--- src/rtl/cmd_dispatcher.sv ---
// Command dispatcher: buffers commands in an in-order FIFO and dispatches them to the
// NTT and DMA executors, enforcing slot hazards and SYNC barriers and flagging unknown opcodes.
module cmd_dispatcher #(
  parameter int DEPTH     = 4,
  parameter int DEPTH_LOG = 2
) (
  input  logic                 clk,
  input  logic                 rst_n,
  input  logic                 cmd_valid,
  input  logic [7:0]           cmd_opcode,
  input  logic [3:0]           cmd_slot,
  input  logic [47:0]          cmd_dma_addr,
  output logic                 cmd_ready,
  output logic                 ntt_valid,
  output logic [7:0]           ntt_opcode,
  output logic [3:0]           ntt_slot,
  input  logic                 ntt_ready,
  input  logic                 ntt_done,
  output logic                 dma_valid,
  output logic                 dma_write,
  output logic [3:0]           dma_slot,
  output logic [47:0]          dma_addr,
  input  logic                 dma_ready,
  input  logic                 dma_done,
  output logic [DEPTH_LOG:0]   fifo_level,
  output logic                 idle,
  output logic                 err_unknown,
  output logic [7:0]           err_opcode
);

  typedef enum logic [1:0] {EX_IDLE, EX_ISSUE, EX_BUSY} ex_state_t;

  localparam logic [7:0] OP_LOAD    = 8'h01;
  localparam logic [7:0] OP_STORE   = 8'h02;
  localparam logic [7:0] OP_NTT_FWD = 8'h10;
  localparam logic [7:0] OP_NTT_INV = 8'h11;
  localparam logic [7:0] OP_SYNC    = 8'h20;

  localparam logic [DEPTH_LOG:0]   LEVEL_FULL = (DEPTH_LOG+1)'(DEPTH);
  localparam logic [DEPTH_LOG:0]   LEVEL_ONE  = (DEPTH_LOG+1)'(1);
  localparam logic [DEPTH_LOG-1:0] PTR_ONE    = DEPTH_LOG'(1);

  logic [7:0]           op_mem   [DEPTH];
  logic [3:0]           slot_mem [DEPTH];
  logic [47:0]          addr_mem [DEPTH];
  logic [DEPTH_LOG-1:0] wr_ptr, rd_ptr;
  logic [DEPTH_LOG:0]   level;

  logic       push, pop;
  logic       ntt_go, dma_go, sync_go, unk_go;
  logic [7:0] head_op;
  logic [3:0] head_slot;
  logic [47:0] head_addr;
  logic       ntt_idle, dma_idle, ntt_holds_slot, dma_holds_slot;

  ex_state_t ntt_state, ntt_next, dma_state, dma_next;

  assign cmd_ready  = (level != LEVEL_FULL);
  assign push       = cmd_valid && cmd_ready;
  assign fifo_level = level;
  assign head_op    = op_mem[rd_ptr];
  assign head_slot  = slot_mem[rd_ptr];
  assign head_addr  = addr_mem[rd_ptr];

  assign ntt_idle  = (ntt_state == EX_IDLE);
  assign dma_idle  = (dma_state == EX_IDLE);
  assign ntt_valid = (ntt_state == EX_ISSUE);
  assign dma_valid = (dma_state == EX_ISSUE);

  // A slot is owned by an executor from dispatch until its done pulse.
  assign ntt_holds_slot = !ntt_idle && (ntt_slot == head_slot);
  assign dma_holds_slot = !dma_idle && (dma_slot == head_slot);

  always_ff @(posedge clk) begin
    if (push) begin
      op_mem[wr_ptr]   <= cmd_opcode;
      slot_mem[wr_ptr] <= cmd_slot;
      addr_mem[wr_ptr] <= cmd_dma_addr;
    end
  end

  always_ff @(posedge clk or negedge rst_n) begin
    if (!rst_n) begin
      wr_ptr <= '0;
      rd_ptr <= '0;
      level  <= '0;
    end else begin
      if (push) wr_ptr <= wr_ptr + PTR_ONE;
      if (pop)  rd_ptr <= rd_ptr + PTR_ONE;
      if (push && !pop)      level <= level + LEVEL_ONE;
      else if (pop && !push) level <= level - LEVEL_ONE;
    end
  end

  // Head-of-line decision: only the oldest command may leave, at most one per cycle.
  always_comb begin
    ntt_go  = 1'b0;
    dma_go  = 1'b0;
    sync_go = 1'b0;
    unk_go  = 1'b0;
    if (level != '0) begin
      case (head_op)
        OP_LOAD, OP_STORE:      dma_go  = dma_idle && !ntt_holds_slot;
        OP_NTT_FWD, OP_NTT_INV: ntt_go  = ntt_idle && !dma_holds_slot;
        OP_SYNC:                sync_go = ntt_idle && dma_idle;
        default:                unk_go  = 1'b1;
      endcase
    end
    pop = ntt_go || dma_go || sync_go || unk_go;
  end

  always_comb begin
    ntt_next = ntt_state;
    case (ntt_state)
      EX_IDLE:  if (ntt_go)    ntt_next = EX_ISSUE;
      EX_ISSUE: if (ntt_ready) ntt_next = EX_BUSY;
      EX_BUSY:  if (ntt_done)  ntt_next = EX_IDLE;
      default:                 ntt_next = EX_IDLE;
    endcase
  end

  always_comb begin
    dma_next = dma_state;
    case (dma_state)
      EX_IDLE:  if (dma_go)    dma_next = EX_ISSUE;
      EX_ISSUE: if (dma_ready) dma_next = EX_BUSY;
      EX_BUSY:  if (dma_done)  dma_next = EX_IDLE;
      default:                 dma_next = EX_IDLE;
    endcase
  end

  always_ff @(posedge clk or negedge rst_n) begin
    if (!rst_n) begin
      ntt_state  <= EX_IDLE;
      dma_state  <= EX_IDLE;
      ntt_opcode <= '0;
      ntt_slot   <= '0;
      dma_write  <= 1'b0;
      dma_slot   <= '0;
      dma_addr   <= '0;
    end else begin
      ntt_state <= ntt_next;
      dma_state <= dma_next;
      if (ntt_go) begin
        ntt_opcode <= head_op;
        ntt_slot   <= head_slot;
      end
      if (dma_go) begin
        dma_write <= (head_op == OP_STORE);
        dma_slot  <= head_slot;
        dma_addr  <= head_addr;
      end
    end
  end

  // idle lags its condition by one cycle; the error capture keeps only the first unknown opcode.
  always_ff @(posedge clk or negedge rst_n) begin
    if (!rst_n) begin
      idle        <= 1'b1;
      err_unknown <= 1'b0;
      err_opcode  <= '0;
    end else begin
      idle <= (level == '0) && ntt_idle && dma_idle;
      if (unk_go && !err_unknown) begin
        err_unknown <= 1'b1;
        err_opcode  <= head_op;
      end
    end
  end

endmodule

--- config.mk ---
export PLATFORM = sky130hd
export DESIGN_NAME = cmd_dispatcher
export DESIGN_NICKNAME = d
export VERILOG_FILES = /design/src/rtl/cmd_dispatcher.sv
export SDC_FILE = /design/constraint.sdc
export NUM_CORES = 1
export LEC_CHECK = 0
export ABC_CLOCK_PERIOD_IN_PS = 4900
export BUFFER_PORTS_ARGS = -buffer_cell sky130_fd_sc_hd__buf_2
export CAP_MARGIN = 0
export CORE_MARGIN = 2
export CORE_UTILIZATION = 35
export DETAILED_ROUTE_END_ITERATION = 8
export GPL_TIMING_DRIVEN = 0
export PLACE_DENSITY_LB_ADDON = 0.2
export SETUP_SLACK_MARGIN = 0.4
export SYNTH_ARGS = -nofsm -noshare
export SYNTH_HDL_FRONTEND = slang
export SYNTH_SLANG_ARGS = --single-unit
export TNS_END_PERCENT = 10
--- constraint.sdc ---
create_clock -name clk -period 4.9 [get_ports clk]
set_input_delay 0.49 -clock clk [delete_from_list [all_inputs] [get_ports clk]]
set_output_delay 0.49 -clock clk [all_outputs]
set_load 0.005 [all_outputs]
# After elaboration in Yosys (flattened, before gate mapping)
# Memories as Yosys holds them, arrays and structs flattened. A register that Yosys moved wholly into a read port is not among the register bits.
# Cells that the tools add are included.
[word_totals]
memories = 3
ramBits = 240
mem_bits_ro = 0
latch_bits = 0
in_bits = 67
word_cells = 89
register_bits = 38
[memory_table]
columns = ["name", "words", "width", "read_ports", "rd_ports_with_merged_regs", "write_ports", "line_no", "text"]
rows = [
  ["addr_mem", 4, 48, 1, 1, 1, "45", "logic [47:0] addr_mem [DEPTH];"],
  ["op_mem", 4, 8, 1, 0, 1, "43", "logic [7:0] op_mem [DEPTH];"],
  ["slot_mem", 4, 4, 1, 0, 1, "44", "logic [3:0] slot_mem [DEPTH];"],
]
[classes]
reduce_logical = 32
order_cmp = 0
bitwise_logic = 0
div = 0
n_eq_ne = 18
n_shift = 0
n_mul = 0
n_mux = 20
add_sub_neg = 4
[ops]
columns = ["operator", "count"]
rows = [
  ["$eq A8 B5 Y1 const B", 2],
  ["$mux W2", 6],
  ["$pmux W2 S3", 2],
  ["$logic_and A1 B1 Y1", 11],
  ["$mux W1", 10],
  ["$eq A4 B4 Y1", 2],
  ["$eq A8 B1 Y1 const B", 1],
  ["$eq A8 B2 Y1 const B", 1],
  ["$eq A8 B6 Y1 const B", 1],
  ["$logic_not A1 Y1", 8],
  ["$ne A2 B2 Y1 const B", 4],
  ["$mux W3", 2],
  ["$reduce_and A3 Y1", 2],
  ["$reduce_or A5 Y1", 1],
  ["$add A2 B1 Y2 const B", 2],
  ["$eq A2 B1 Y1 const B", 2],
  ["$eq A2 B2 Y1 const B", 2],
  ["$logic_not A2 Y1", 2],
  ["$ne A2 B1 Y1 const B", 2],
  ["$reduce_or A2 Y1", 2],
  ["$add A3 B1 Y3 const B", 1],
  ["$logic_not A3 Y1", 1],
  ["$logic_or A1 B1 Y1", 3],
  ["$ne A3 B3 Y1 const B", 1],
  ["3 further kinds", 3],
]

# Logic depth before layout (Yosys ltp)
# Gate-level depths: netlist of the first run.
[depth]
depth_word = 13
depth_mapped = 15

# Worst setup path after synthesis of the first run
# No wires, ideal clock.
[synth_path]
path_type = "reg2reg"
startpoint = "register rd_ptr[0]"
endpoint = "register level[2], in the netlist fifo_level[2]"
synth_period_minus_slack_ns = 3.053
path_buffers = 2
path_stages_with_launch = 15
t_arrival_ns = 2.974
setup_slack_ns = 1.847
cell_sequence = "dfrtp_1 -> buf_6 -> buf_6 -> mux4_2 -> nor4_4 -> and2b_1 -> a211o_2 -> nand2_1 -> nor2_1 -> ha_1 -> inv_1 -> fa_1 -> xor2_1 -> nor2_1 -> xor2_1"
[synth_via]
elab_chain_cells = 13
word_cells_on_any_way = 34
classes_between = "eq/ne: 7; mux: 9; reduce/logical: 16; memory: 2"
[synth_lines]
columns = ["element", "line_no", "text"]
rows = [
  ["from (decl)", "46", "logic [DEPTH_LOG-1:0] wr_ptr, rd_ptr;"],
  ["from (signal assigned)", "89", "if (pop) rd_ptr <= rd_ptr + PTR_ONE;"],
  ["$mem_v2 Z4 W4", "n/a", ""],
  ["$eq A4 B4 Y1, on equally long branches", "72, 71", ""],
  ["$logic_and A1 B1 Y1, on equally long branches", "72, 71", ""],
  ["$logic_not A1 Y1, on equally long branches", "104, 103", ""],
  ["$logic_and A1 B1 Y1, on equally long branches", "104, 103", ""],
  ["$mux W1", "102", "case (head_op)"],
  ["$mux W1", "101", "if (level != '0) begin"],
  ["$logic_or A1 B1 Y1 (2 in a row)", "109", "pop = ntt_go || dma_go || sync_go || unk_go;"],
  ["$logic_or A1 B1 Y1 (*)", "109", ""],
  ["$logic_not A1 Y1", "90", "if (push && !pop) level <= level + LEVEL_ONE;"],
  ["$logic_and A1 B1 Y1", "90", ""],
  ["$mux W3 / $reduce_bool A2 Y1 (equally long branches)", "n/a", ""],
  ["to (signal assigned)", "90", ""],
  ["to (signal assigned)", "91", "else if (pop && !push) level <= level - LEVEL_ONE;"],
  ["to (decl)", "47", "logic [DEPTH_LOG:0] level;"],
]
# Mark *: on every way between the ends. The rest lies on a longest branch, timed or not.
# A chain may end at the register's enable or synchronous reset.

# Worst setup path after layout of the first run
[layout_path]
startpoint = "register rd_ptr[1]"
endpoint = "register level[1], in the netlist fifo_level[1]"
# Same word-level chain as after synthesis.

==> results of run 1 <==
==> repair_timing <==
action,CTS,global route
hold buffers,1,0
setup endpoints to repair,0,0
hold endpoints to repair,27,0
==> through the flow <==
stage	setup slack, ps	total power [mW]	instance area [um2]	std cells
after floorplan	1850	5.30	12300	555
after global placement	913	6.01	13600	1157
after detailed placement	1280	6.11	13800	1162
after CTS	1270	8.87	15000	1232
after global routing	998	9.17	15000	1232
final	1320	8.70	15000	1233
==> state kept, by name (all words and copies together), names as in the netlist <==
signal / count
wr_ptr: 2
ntt_opcode: 8
err_unknown: 1
err_opcode: 8
addr_mem: 192
dma_slot: 4
fifo_level: 3
ntt_state: 2
op_mem: 32
dma_state: 2
dma_write: 1
ntt_slot: 4
slot_mem: 16
dma_addr: 48
rd_ptr: 2
idle: 1
==> cell families (layout without fill, tap and decap cells) <==
group                    count (synthesis)  in the layout  synth area share (%)
AO/OA/AOI/OAI                           12             12                 0.650
XOR/XNOR                                16             16                  1.14
adder cells (fa/ha/maj)                  6              6                 0.671
buffers and inverters                   27            249                  1.29
flip-flops                             326            326                  76.0
multiplexers                           126            126                  18.1
other                                    0              1                     0
AND/OR/NAND/NOR                         42             42                  2.11
==> Yosys cell counts, types with 2 or more instances <==
library cell	number	share of area [%]
edfxtp_1	240	59
dfrtp_1	85	17
mux4_2	60	11
mux2_4	37	4.5
mux2_2	21	1.9
xnor2_1	13	0.92
clkbuf_1	9	0.27
mux2_1	8	0.73
nor2_1	8	0.24
buf_6	7	0.64
and2_1	6	0.30
inv_1	6	0.18
nand2_1	6	0.18
o21ai_0	6	0.24
and3_1	5	0.25
ha_1	5	0.51
buf_2	4	0.16
nand2b_1	4	0.20
nand3_1	3	0.12
xor2_1	3	0.21
a22o_1	2	0.14
==> layout make-up <==
type | instances | area share (%)
Antenna cell | 1 | 0.0167
Timing Repair Buffer | 153 | 5.90
Clock buffer | 58 | 7.64
Sequential cell | 326 | 62.3
Clock inverter | 11 | 0.575
Multi-Input combinational cell | 202 | 18.7
Inverter | 6 | 0.150
Buffer | 21 | 0.908
Tap cell | 455 | 3.79
==> per-layer routing <==
layer | part of all wire [%] | up-vias | track usage (%)
li1 | - | 2605 | -
met1 | 43 | 3026 | 18.6
met2 | 48 | 165 | 23.6
met3 | 6.6 | 52 | 4.31
met4 | 2.3 | 8 | 4.44
met5 | 0.20 | - | 0
==> report_power, final <==
part	internal (mW)	leakage, nW	switching, mW
clock network	1.67	0.615	1.05
logic	1.08	1.93	1.11
registers	3.59	3.32	0.194
total	6.34	5.87	2.36
==> worst max-delay path by stage <==
stage | end | startpoint | cells past startpoint
2_1_floorplan | fifo_level[2]$_DFFE_PN0P_ | rd_ptr[0]$_DFFE_PN0P_ | 14
3_3_place_gp | addr_mem[1][23]$_DFFE_PP_ | fifo_level[0]$_DFFE_PN0P_ | 3
3_5_place_dp | fifo_level[2]$_DFFE_PN0P_ | rd_ptr[1]$_DFFE_PN0P_ | 15
4_1_cts | fifo_level[2]$_DFFE_PN0P_ | rd_ptr[1]$_DFFE_PN0P_ | 15
5_1_grt | fifo_level[2]$_DFFE_PN0P_ | rd_ptr[1]$_DFFE_PN0P_ | 15
6_report | fifo_level[1]$_DFFE_PN0P_ | rd_ptr[1]$_DFFE_PN0P_ | 13
==> metrics.md, run 1 <==
| Metric | Value |
|---|---|
| Outcome | `finished clean` |
| H-Tree Depth | `2` |
| Die W | `192 um` |
| CTS tree | `yes` |
| Delay-heaviest family, CP | `buffers and inverters` |
| Initial DRT Pass Iterations | `6` |
| Hold Path Sink | `addr_mem[2][32]$_DFFE_PP_` |
| Count of final setup violators | `0` |
| Worst-path fanout max | `10` |
| Layout filler cell count | `3028` |
| I/O pin total | `~150` |
| Fin nets | `between 800 and 900` |
| Most frequent cells in the layout | `edfxtp_1 (240), buf_2 (150), dfrtp_1 (85), mux4_2 (60), clkbuf_16 (39)` |
| Post-DP HPWL | `around 16 mm` |
| Num CTS Buffers | `38` |
| MaxCap Viol Count | `0` |
| Setup Fix Bufs, Post-CTS | `0` |
| Syn Inst Count | `between 500 and 600` |
| Vias per Instance | `between 4 and 5` |
| Clock buffer depth | `3` |
| Hold slack | `between 150 and 200 ps` |
| Hold Path Stages | `1` |
| Critical path endpoint category | `flip-flop` |
| Setup Skew | `roughly 21 ps` |
| Die Area | `36700 um2` |
| Number of synthesized register bits | `about 330` |
| Final min period | `roughly 3600 ps` |
| CP Buf/Inv Count | `4` |
| Synthesis Warnings | `0` |
| Setup crit start kind | `flip-flop` |
| Core Region | `between 30000 and 40000 um2` |
| DRC viols | `0` |
| Area of the multi-input gates | `2820 um2` |
| Final Max Tran Viols | `0` |
| Worst hold path class | `input pin to flip-flop` |
| Layout area overhead | `22.0%` |
| Hold Vio Cnt, Final | `0` |
| Main flop type after synthesis | `edfxtp_1` |
| VDD IR max | `~310 uV` |
| Initial antenna violation count | `5` |
| Die H | `around 190 um` |
| Register area share after synthesis | `76.0%` |
| Arr. time, crit path | `3970 ps` |
| Worst Path Required | `about 5300 ps` |
| First-pass GRT wire length | `39.3 mm` |
| Avg Inst Size Synth | `22.2 um2` |
| Routed Antenna Nets | `0` |
| Routability congestion estimate | `about 0.75` |
| Most common cell after layout, fill and taps aside | `edfxtp_1` |
| Total track usage | `14.5%` |
| Netlist cell types | `38` |
| PostCTS Resize Cnt | `0` |
| Slack of the worst reg-to-reg path | `1320 ps` |
| Unrepaired setup endpoints after global routing | `false` |
| CTS clk-pin slew, worst paths | `roughly 60 ps` |
| Pwr per Cell Area | `579 nW/um2` |
| Avg WL per Cell | `about 21 um` |
| Overflow after GRT | `0` |
| Vias | `5856` |
| Share of layout cells above drive strength 1 | `between 40% and 50%` |
| CP max stage cell | `mux4_2` |
| Hold Path Origin | `cmd_dma_addr[32]` |
| Worst-Margin Slew | `936 ps` |
| WS Path Type | `flip-flop to flip-flop` |
| Clock root cell | `clkbuf_16` |
| Slew margin rel. | `between 30% and 40%` |
| # rows | `68` |
| Crit share post-route | `around three quarters` |
| Largest net degree at the start of global routing | `60` |
| Reg2reg start | `rd_ptr[1]$_DFFE_PN0P_` |
| Crit path largest cell delay | `approximately 460 ps` |
| Final Core Density | `a little over two fifths` |
| FF-to-FF End | `fifo_level[1]$_DFFE_PN0P_` |
| 1st-iter DRT viols | `around 210` |
| Reg area | `around 9400 um2` |
| Mapped Area | `12300 um2` |
| Crit-path cells | `buf_2 -> buf_2 -> mux4_2 -> xnor2_1 -> nor4b_1 -> o211ai_1 -> buf_6 -> nand2_1 -> nor2_1 -> ha_1 -> inv_1 -> fa_1 -> mux2_2` |
| Vias in the first global route | `6556` |
| Cell leakage power | `a little under 6 nW` |
| Post-Route Setup TNS | `0 ps` |
| Synthesized Nets | `628` |
| Initial Utilization | `between 30% and 40%` |
| Worst-Skew Late Latency | `about 530 ps` |
| CP most frequent cell | `buf_2` |
| Clk sinks | `between 300 and 400` |
| Async SR Flop Fraction | `26.4%` |
| DRT Wirelength | `about 26 mm` |
| Worst r2r path cells | `13` |
| Port Buffers | `between 100 and 150` |
| Fmax achieved | `279 MHz` |
| Post-synth EDFFs | `between 200 and 250` |
Note: power is estimated with default switching activity, not from simulation.
==> run 2: changes to the inputs <==
--- a/config.mk
+++ b/config.mk
@@ -5,7 +5,8 @@
 export SDC_FILE = /design/constraint.sdc
 export NUM_CORES = 1
 export LEC_CHECK = 0
-export ABC_CLOCK_PERIOD_IN_PS = 4900
+export ABC_AREA = 1
+export ABC_CLOCK_PERIOD_IN_PS = 3350
 export BUFFER_PORTS_ARGS = -buffer_cell sky130_fd_sc_hd__buf_2
 export CAP_MARGIN = 0
 export CORE_MARGIN = 2
==> constraint.sdc (replaced) <==
create_clock -name clk -period 3.35 [get_ports clk]
set_input_delay 0.335 -clock clk [delete_from_list [all_inputs] [get_ports clk]]
set_output_delay 0.335 -clock clk [all_outputs]
set_load 0.005 [all_outputs]
==> metrics.md, run 2 <==
| Metric | Value |
|---|---|
| Pwr per Cell Area | `894 nW/um2 (was 579 nW/um2)` |
| Hold Vio Cnt, Final | `0 (unchanged)` |
| Initial antenna violation count | `5 (unchanged)` |
| Vias per Instance | `4.73 (was 4.75)` |
| Final Core Density | `44.0% (was 43.4%)` |
| Initial DRT Pass Iterations | `7 (was 6)` |
| Avg WL per Cell | `17.9 um (was 20.9 um)` |
| DRC viols | `0 (unchanged)` |
| Setup crit start kind | `flip-flop (unchanged)` |
| Worst-Margin Slew | `769 ps (was 936 ps)` |
| Final Max Tran Viols | `0 (unchanged)` |
| Fin nets | `1327 (was 821)` |
| Total track usage | `16.7% (was 14.5%)` |
| Worst-path fanout max | `10 (unchanged)` |
| Register area share after synthesis | `74.5% (was 76.0%)` |
| Post-DP HPWL | `20.3 mm (was 16.3 mm)` |
| # rows | `69 (was 68)` |
| First-pass GRT wire length | `48.0 mm (was 39.3 mm)` |
| Simple logic cell fraction of the synthesized area | `14.0% (was 2.11%)` |
| Worst r2r path cells | `19 (was 13)` |
| Routed Antenna Nets | `0 (unchanged)` |
| Count leader, synth | `nand2_1 (was edfxtp_1)` |
| VDD IR max | `476 uV (was 310 uV)` |
| 1st-iter DRT viols | `444 (was 213)` |
| Max reg flops | `192 (unchanged)` |
| Non-filler cells, final | `1748 (was 1233)` |
| Synthesized Nets | `1115 (was 628)` |
| Syn Inst Count | `1042 (was 555)` |
| Post-Route Setup TNS | `0 ps (unchanged)` |
| Unrepaired setup endpoints after global routing | `true (was false)` |
| Overall Power | `13.9 mW (was 8.70 mW)` |
| Post-Place Cell Area | `14100 um2 (was 13800 um2)` |
| Initial Utilization | `35.4% (was 35.6%)` |
| Most frequent cells in the layout | `nand2_1 (264), edfxtp_1 (240), buf_2 (153), nor2_1 (119), o21ai_0 (117) (was edfxtp_1 (240), buf_2 (150), dfrtp_1 (85), mux4_2 (60), clkbuf_16 (39))` |
| Die Area | `37400 um2 (was 36700 um2)` |
| Biggest register | `addr_mem (unchanged)` |
| Mapped Area | `12600 um2 (was 12300 um2)` |
| Cell leakage power | `6.40 nW (was 5.87 nW)` |
| Vias | `8276 (was 5856)` |
| I/O pin total | `148 (unchanged)` |
| Vias in the first global route | `8188 (was 6556)` |
| Clk sinks | `326 (unchanged)` |
| Slack of the worst reg-to-reg path | `580 ps (was 1320 ps)` |
| Worst Path Required | `3750 ps (was 5290 ps)` |
| CTS tree | `yes (unchanged)` |
| Fmax achieved | `361 MHz (was 279 MHz)` |
| Synth area leaders | `edfxtp_1 (57%), dfrtp_1 (17%), nand2_1 (8.3%) (was edfxtp_1 (59%), dfrtp_1 (17%), mux4_2 (11%))` |
| Num CTS Buffers | `37 (was 38)` |
| FF-to-FF End | `fifo_level[1]$_DFFE_PN0P_ (unchanged)` |
| Hold Path Stages | `1 (unchanged)` |
| Clock buffer depth | `3 (unchanged)` |
| Worst setup margin | `576 ps (was 1320 ps)` |
| Place WS | `108 ps (was 1280 ps)` |
| Largest registers | `addr_mem (192), dma_addr (48), op_mem (32) (unchanged)` |
| Design area | `15600 um2 (was 15000 um2)` |
| CTS clk-pin slew, worst paths | `60 ps (about the same)` |
| WS Path Type | `flip-flop to flip-flop (unchanged)` |
| Hold Path Origin | `cmd_dma_addr[19] (was cmd_dma_addr[32])` |
| Outcome | `finished clean (unchanged)` |
| Most common cell after layout, fill and taps aside | `nand2_1 (was edfxtp_1)` |
| Core Region | `35500 um2 (was 34600 um2)` |
| Netlist cell types | `27 (was 38)` |
| Compound-Gate Fraction of Synth Area | `7.21% (was 0.650%)` |
| Die H | `194 um (was 192 um)` |
| Synthesis Warnings | `0 (unchanged)` |
| Largest net degree at the start of global routing | `45 (was 60)` |
| Largest family of logic cells by synthesized area | `simple AND/OR/NAND/NOR gates (was multiplexers)` |
| Worst hold path class | `input pin to flip-flop (unchanged)` |
| Cells after DPL | `1660 (was 1162)` |
| Avg Inst Size Synth | `12.1 um2 (was 22.2 um2)` |
| Slew margin rel. | `48.6% (was 37.6%)` |
| Crit share post-route | `82.8% (was 73.0%)` |
| Number of synthesized register bits | `326 (unchanged)` |
| Main flop type after synthesis | `edfxtp_1 (unchanged)` |
| Layout area overhead | `24.1% (was 22.0%)` |
| Reg2reg start | `rd_ptr[0]$_DFFE_PN0P_ (was rd_ptr[1]$_DFFE_PN0P_)` |
| Critical path endpoint category | `flip-flop (unchanged)` |
| Xor/xnor share of the synthesized area | `0.279% (was 1.14%)` |
| Routability congestion estimate | `0.776 (was 0.752)` |
| Port Buffers | `147 (unchanged)` |
| H-Tree Depth | `2 (unchanged)` |
| Worst-Skew Late Latency | `530 ps (about the same)` |
| Overflow after GRT | `0 (unchanged)` |
| Final min period | `2770 ps (was 3580 ps)` |
| Count of final setup violators | `0 (unchanged)` |
| Synth top area share | `57.3% (was 58.5%)` |
| Most frequent cells after synthesis | `nand2_1 (278), edfxtp_1 (240), nor2_1 (127) (was edfxtp_1 (240), dfrtp_1 (85), mux4_2 (60))` |
| Share of layout cells above drive strength 1 | `21.6% (was 44.9%)` |
| Hold slack | `26.2 ps (was 172 ps)` |
| Multiplexer area fraction after synthesis | `0.0896% (was 18.1%)` |
| Async SR Flop Fraction | `26.4% (unchanged)` |
| Arr. time, crit path | `3170 ps (was 3970 ps)` |
| Synth area leader | `edfxtp_1 (unchanged)` |
| Setup Skew | `17.5 ps (was 21.3 ps)` |
| Post-synth EDFFs | `240 (unchanged)` |
| MaxCap Viol Count | `0 (unchanged)` |
| DRT Wirelength | `31.3 mm (was 25.7 mm)` |
| Hold Path Sink | `addr_mem[0][19]$_DFFE_PP_ (was addr_mem[2][32]$_DFFE_PP_)` |
| Die W | `194 um (was 192 um)` |
| Layout filler cell count | `3326 (was 3028)` |
| Post-synthesis adder-cell area fraction | `0.657% (was 0.671%)` |
| Clock root cell | `clkbuf_16 (unchanged)` |
## run 2: cell count changes after synthesis, moves of 37 or more
cell,change
o21ai_0,+111
mux4_2,-60
o22ai_1,+48
nand2_1,+272
nor2_1,+119
mux2_4,-37
## run 2: worst max-delay path by stage
stage	cells after the start	slack [ps]	to	startpoint
final	19	580	fifo_level[1]$_DFFE_PN0P_	rd_ptr[0]$_DFFE_PN0P_
after global routing	22	380	fifo_level[2]$_DFFE_PN0P_	rd_ptr[0]$_DFFE_PN0P_
after CTS	17	420	fifo_level[1]$_DFFE_PN0P_	rd_ptr[1]$_DFFE_PN0P_
after detailed placement	15	110	fifo_level[1]$_DFFE_PN0P_	rd_ptr[1]$_DFFE_PN0P_
after global placement	4	-2940	addr_mem[3][29]$_DFFE_PP_	fifo_level[0]$_DFFE_PN0P_
after floorplan	4	-360	addr_mem[0][0]$_DFFE_PP_	fifo_level[0]$_DFFE_PN0P_
## run 2: per-layer routing
layer / vias up / share of wire [%] / global-route usage, %
met5: - / 0.093 / 0
met4: 4 / 1.6 / 4.38
met3: 36 / 5.3 / 3.92
met2: 178 / 48 / 27.6
met1: 4025 / 46 / 22.0
li1: 4033 / - / -
## run 2: worst max-delay path, cell delays in order (launching register included)
cell      delay [ps]
dfrtp_1          370
buf_6            150
clkinv_8          70
buf_8            130
nand2_1           80
nand3_1           80
nand2_2           90
buf_4            150
nand2_1           50
nand2_1           70
nand3_1           80
nand2_1           60
nor2_2           170
nor2_4            70
nand2_2           80
inv_1             40
ha_1             180
inv_2             80
fa_1             400
mux2_2           260
## run 2: report_power, final
| part | leakage, nW | internal, mW | switching (mW) |
|---|---|---|---|
| clock | 0.584 | 2.33 | 1.53 |
| combinational | 2.48 | 1.58 | 2.79 |
| sequential | 3.34 | 5.37 | 0.343 |
| total | 6.40 | 9.27 | 4.67 |
## run 2: final cells by class
class	count	area, um2	share of cell area [%]
Timing Repair Buffer	173	1110	7.14
Sequential cell	326	9360	60.0
Inverter	35	146	0.938
Multi-Input combinational cell	628	2880	18.5
Clock buffer	57	1130	7.27
Clock inverter	11	55.1	0.353
Antenna cell	4	10.0	0.0642
Tap cell	461	577	3.70
Buffer	53	324	2.08
## run 2: kinds of logic (layout without fill, tap and decap cells)
group,after synthesis,count (layout)
other,0,4
multiplexers,1,1
flip-flops,326,326
adder cells (fa/ha/maj),6,6
buffers and inverters,88,329
AO/OA/AOI/OAI,168,168
XOR/XNOR,4,4
AND/OR/NAND/NOR,449,449
## run 2: repair_timing
item,CTS,global route
setup buffers,1,8
hold endpoints to repair,50,0
resized for setup,5,35
hold buffers,6,0
setup endpoints to repair,2,2
pin swaps,1,11
gates cloned,0,1
